## src/rtl/keypad_matrix_scanner_pkg.sv

```systemverilog
// Shared types, constants and key-map helpers for the 4x3 keypad scanner.
package keypad_matrix_scanner_pkg;

    typedef enum logic [1:0] {SCAN, DEBOUNCE, HOLD} state_t;

    localparam int NUM_ROWS  = 4;
    localparam int NUM_COLS  = 3;
    localparam int NUM_KEYS  = 12;
    localparam int KEY_STAR  = 10;
    localparam int KEY_SHARP = 11;

    // Rows 0..2 carry digits 1..9; the bottom row is '*', '0', '#'.
    function automatic logic [3:0] key_index(input logic [1:0] r, input logic [1:0] c);
        logic [3:0] idx;
        if (r == 2'd3) begin
            case (c)
                2'd0:    idx = 4'(KEY_STAR);
                2'd1:    idx = 4'd0;
                default: idx = 4'(KEY_SHARP);
            endcase
        end else begin
            idx = 4'(r) * 4'd3 + 4'(c) + 4'd1;
        end
        return idx;
    endfunction

    function automatic logic [3:0] row_drive(input logic [1:0] r);
        return ~(4'b0001 << r);
    endfunction

endpackage

```

## src/rtl/keypad_tick_gen.sv

```systemverilog
// Free-running row-slot counter; tick marks the last cycle of each slot.
module keypad_tick_gen #(
    parameter int SCAN_DIV = 2500
) (
    input  logic clk,
    input  logic rst,
    output logic tick
);

    localparam int CW = $clog2(SCAN_DIV);

    logic [CW-1:0] cnt;

    assign tick = (cnt == CW'(SCAN_DIV - 1));

    // NOTE: sequential state is always written with <= so every flop samples pre-edge values.
    always_ff @(posedge clk or negedge rst) begin
        if (!rst) begin
            cnt <= '0;
        end else if (tick) begin
            cnt <= '0;
        end else begin
            cnt <= cnt + CW'(1);
        end
    end

endmodule

```

## src/rtl/keypad_matrix_scanner.sv

```systemverilog
// Row-scanning 4x3 keypad front end: synchronise, debounce, hold one-hot key code.
module keypad_matrix_scanner
    import keypad_matrix_scanner_pkg::*;
#(
    parameter int SCAN_DIV     = 2500,
    parameter int DEBOUNCE_CNT = 4
) (
    input  logic                clk,
    input  logic                rst,
    input  logic [2:0]          col,
    output logic [3:0]          row,
    output logic [NUM_KEYS-1:0] key,
    output logic                key_valid,
    output logic                busy
);

    localparam int DW = $clog2(DEBOUNCE_CNT + 1);

    logic          tick;
    logic [2:0]    col_meta;
    logic [2:0]    col_sync;
    logic          single;
    logic [1:0]    col_idx;
    logic          match;
    state_t        state;
    logic [1:0]    row_idx;
    logic [1:0]    next_row_idx;
    logic [1:0]    cand_col;
    logic [DW-1:0] cnt;

    keypad_tick_gen #(.SCAN_DIV(SCAN_DIV)) u_tick_gen (
        .clk  (clk),
        .rst  (rst),
        .tick (tick)
    );

    // Idle columns read high, so the synchroniser resets to "no key".
    always_ff @(posedge clk or negedge rst) begin
        if (!rst) begin
            col_meta <= 3'b111;
            col_sync <= 3'b111;
        end else begin
            col_meta <= col;
            col_sync <= col_meta;
        end
    end

    // NOTE: every always_comb output gets a default first, so no path infers a latch.
    always_comb begin
        single  = 1'b0;
        col_idx = 2'd0;
        case (col_sync)
            3'b110:  begin single = 1'b1; col_idx = 2'd0; end
            3'b101:  begin single = 1'b1; col_idx = 2'd1; end
            3'b011:  begin single = 1'b1; col_idx = 2'd2; end
            default: ;
        endcase
    end

    assign match        = single && (col_idx == cand_col);
    assign next_row_idx = row_idx + 2'd1;

    always_ff @(posedge clk or negedge rst) begin
        if (!rst) begin
            state     <= SCAN;
            row_idx   <= 2'd0;
            row       <= 4'b1110;
            cand_col  <= 2'd0;
            cnt       <= '0;
            key       <= '0;
            key_valid <= 1'b0;
            busy      <= 1'b0;
        end else begin
            key_valid <= 1'b0;
            if (tick) begin
                case (state)
                    SCAN: begin
                        if (single) begin
                            cand_col <= col_idx;
                            busy     <= 1'b1;
                            if (DEBOUNCE_CNT == 1) begin
                                key       <= NUM_KEYS'(1) << key_index(row_idx, col_idx);
                                key_valid <= 1'b1;
                                cnt       <= '0;
                                state     <= HOLD;
                            end else begin
                                cnt   <= DW'(1);
                                state <= DEBOUNCE;
                            end
                        end else begin
                            row_idx <= next_row_idx;
                            row     <= row_drive(next_row_idx);
                        end
                    end
                    DEBOUNCE: begin
                        if (!match) begin
                            cnt     <= '0;
                            busy    <= 1'b0;
                            state   <= SCAN;
                            row_idx <= next_row_idx;
                            row     <= row_drive(next_row_idx);
                        end else if (cnt == DW'(DEBOUNCE_CNT - 1)) begin
                            key       <= NUM_KEYS'(1) << key_index(row_idx, cand_col);
                            key_valid <= 1'b1;
                            cnt       <= '0;
                            state     <= HOLD;
                        end else begin
                            cnt <= cnt + DW'(1);
                        end
                    end
                    HOLD: begin
                        // cnt counts consecutive release samples here.
                        if (match) begin
                            cnt <= '0;
                        end else if (cnt == DW'(DEBOUNCE_CNT - 1)) begin
                            key     <= '0;
                            cnt     <= '0;
                            busy    <= 1'b0;
                            state   <= SCAN;
                            row_idx <= next_row_idx;
                            row     <= row_drive(next_row_idx);
                        end else begin
                            cnt <= cnt + DW'(1);
                        end
                    end
                    default: state <= SCAN;
                endcase
            end
        end
    end

endmodule

```

## config.mk

```make
export PLATFORM = sky130hd
export DESIGN_NAME = keypad_matrix_scanner
export DESIGN_NICKNAME = d
export VERILOG_FILES = /design/src/rtl/keypad_matrix_scanner_pkg.sv /design/src/rtl/keypad_tick_gen.sv /design/src/rtl/keypad_matrix_scanner.sv
export SDC_FILE = /design/constraint.sdc
export NUM_CORES = 1
export LEC_CHECK = 0
export ABC_AREA = 1
export CAP_MARGIN = 20
export CORE_AREA = 2 2 108 110
export DETAILED_ROUTE_END_ITERATION = 7
export DIE_AREA = 0 0 110 112
export GPL_TIMING_DRIVEN = 0
export PLACE_DENSITY = 0.45
export SLEW_MARGIN = 20
export SYNTH_ARGS = -nofsm -noshare
export SYNTH_HDL_FRONTEND = slang
export SYNTH_HIERARCHICAL = 1
export SYNTH_SLANG_ARGS = --single-unit
```

## constraint.sdc

```tcl
create_clock -name clk -period 2.85 [get_ports clk]
set_input_delay 0.4275 -clock clk [delete_from_list [all_inputs] [get_ports clk]]
set_output_delay 0.4275 -clock clk [all_outputs]
set_load 0.005 [all_outputs]
```

==> flow_summary.toml <==
[route]
dr_total_vias = 2196
drtIter0Drc = 61
via_per_inst = 4.183
first_pass_iters = 4
drc_errors = 0
wl_per_cell_um = 10.62
ant_nets = 0
wirelength_um = 5576

[clocking]
post_cts_resized = 0
cts_tree = "done"
cts_setup_buffers = 0
cts_hold_buf = 0
insertion_delay_ns = 0.28
numCtsBuffers = 5
cts.sinks = 45
root_buffer = "clkbuf_16"
h-tree-depth = 2
clk_path_buf_depth = 2
clk_pin_slew_ns = 0.06

[power]
switching_share = 0.1997
power_density_nw_per_um2 = 402.5
clock_power_share = 0.483
pwr-share-seq = 0.490
internal_power_w = 0.001061
comb_power_share = 0.027
switchingPower_w = 0.0002647
total_power_w = 0.001326
p_leak_nw = 1.596
ir_drop_uv = 191.3

[global_routing]
grt.total_usage = 0.1004
grt_max_degree = 31
antenna_found_initial = 0
grt_first_pass_wirelength_um = 9991
overflow = 0
grt_pass1_vias = 2154

[die]
io_pins = 23
core_area_sq_um = 11170
die_h_um = 112
fp.dieW_um = 110
start_util = 0.2426
rows = 39
die_area_sq_um = 12320

[placed_design]
post-place-cells = 517
gp_congestion = 0.7794
dp_hpwl_um = 4188
io_buffers = 22

[synth]
synth_cell_types = 31
yosysSeqAreaShare = 0.4195
synth_area_leader_cell = "dfrtp_1"
netlist.area_leader.share = 0.3323
synth.ff_latch_count = 45
synth_area_sq_um = 2711
postSynthAreaPerCell_sq_um = 7.725
synth_warnings = 6
syn-num-nets = 371
ys_top_cells_by_area = "dfrtp_1 33%, nand2_1 13%, dfstp_2 8.7%, inv_1 8.3%, ha_1 6.0%"
synthCells = 351

[worst_hold_path]
hp-class = "in2async"

[final_layout]
stdcell_count = 525
diodes = 0
multi_input_area_sq_um = 1304
nets = 401
area_growth_pct = 21.46
n_fill_cell = 1205
ff_latch_area_sq_um = 1137
layout-drive-gt1-share = 0.1047

[worst_setup_path]
crit_top_cell = "nand2_1"
slowest_stage = "fa_1"
timing.rr.end = "key[10]"
critical_path_depth = 10
r2r_slack_ns = 0.41
r2r_cells = 10
critPathArrivalTime_ns = 2.67
critPathKind = "reg2reg"
path_max_fanout = 6
worstPathCellList = "fa_1 > inv_1 > fa_1 > o21ai_0 > nand2_1 > nor2_1 > nand2_1 > inv_1 > nand3_1 > nand2_1"
crit_required_ns = 3.07
critPathLaunchType = "flop"
cpLargestDelayFamily = "adder cells"
worstSetupEndpoint = "key[10]"
r2r-start = "row_idx[0]"
slowest_delay_ns = 0.59
crit_buf_inv = 2
end_kind = "flop"
startpoint = "row_idx[0]"

[timing]
fin_crit_ns = 2.442
fin_skew_ns = 0.005995
finalHoldViolCount = 0
rsz0062_at_grt = "no"
worst-slew-pin-transition_ns = 0.5982
fin_crit_sh = 0.8567
max_slew_margin = 0.6008
hold-worst-slack_ns = 0.06551
setup_viol = 0
finalSetupTns_ns = 0
maxSlewViolCount = 0
fmax_mhz = 409.5

[run_status]
status = "completed"

[job]
max_cap_violations = 0
## worst min-delay path by stage
stage,startpoint,to,cells after the start
finish,rst,key[9],1
global placement,col_meta[0],col_sync[0],0
CTS,rst,key[3],1
global route,rst,key[9],1
floorplan,rst,busy,0
detailed placement,col_meta[2],col_sync[2],0
## registers in the layout, summed over array words and instances, names as in the netlist
signal and count:
col_sync 3, busy 1, row 4, cand_col 2
key_valid 1, col_meta 3, cnt 3, u_tick_gen/cnt 12
row_idx 2, key 12, state 2
## cell families after synthesis
| group | share of synthesized area |
|---|---|
| AND/OR/NAND/NOR | 0.3290 |
| AO/OA/AOI/OAI | 0.06737 |
| buffers and inverters | 0.09967 |
| flip-flops | 0.4195 |
| XOR/XNOR | 0.009693 |
| adder cells (fa/ha/maj) | 0.07476 |
## stage by stage
step	worst slack (ns)	util	area, sq um
CTS	0.3973	0.2947	3293
finish	0.4083	0.2947	3293
global route	0.1684	0.2947	3293
global placement	-0.03712	0.2784	3110
floorplan	0.6145	-	2711
detailed placement	0.4127	0.2797	3126
## final cells by class
cell class / count / area share
clock buffer: 8 / 0.05091
inverter: 61 / 0.06953
sequential: 45 / 0.3454
multi-input combinational: 240 / 0.3959
timing repair buffer: 23 / 0.07143
tap: 143 / 0.05433
buffer: 5 / 0.01254
## synth_stat cells
cell type  instances
o21ai_1            1
dfstp_2            9
nand3_2            3
o2111ai_1          1
xnor2_1            2
buf_4              2
or2_2              1
a21oi_1            4
nor2_2             1
nand2_1           93
nand3_1           25
nor2_4             3
nor2_1            36
clkbuf_1           1
nand4_1           11
fa_1               2
inv_1             60
o21ai_0            7
buf_6              2
o21bai_2           2
nand2_2            3
o21ai_2            1
nand3b_1           1
inv_2              1
xor2_1             1
nor3_1            15
ha_1              13
o21bai_1          11
dfrtp_1           36
nand2_4            1
nand4_2            2
## layer usage
metal	track usage	vias up	share of wire
li1	-	1160	-
met1	0.1311	1007	0.48
met2	0.1656	25	0.47
met3	0.02342	4	0.037
met4	0.02532	0	0.0095
met5	0	-	0
## cells in the final DEF (no fill, tap or decap), types with 2 or more instances in the layout
cell / count
xnor2_1: 2
clkbuf_16: 6
nand4_1: 11
buf_6: 2
o21ai_0: 7
nand2_2: 3
o21bai_2: 2
nand2_1: 93
nor2_4: 3
a21oi_1: 4
nand4_2: 2
nor2_1: 36
nor3_1: 15
clkbuf_1: 2
fa_1: 2
inv_1: 60
buf_4: 2
ha_1: 13
nand3_1: 25
dfstp_2: 9
nand3_2: 3
o21bai_1: 11
dfrtp_1: 36
clkdlybuf4s50_1: 21
## power groups by stage
| stage | Combinational, W | Clock, W | Sequential (W) |
|---|---|---|---|
| 3_5_place_dp | 0.0000375 | 0 | 0.000661 |
| 4_1_cts | 0.0000377 | 0.000672 | 0.000649 |
| 6_report | 0.0000361 | 0.000640 | 0.000650 |
| 2_1_floorplan | 0.0000131 | 0 | 0.000661 |
| 5_1_grt | 0.0000412 | 0.000696 | 0.000650 |
| 3_3_place_gp | 0.0000348 | 0 | 0.000661 |
Power figures use the tool's default switching activity.
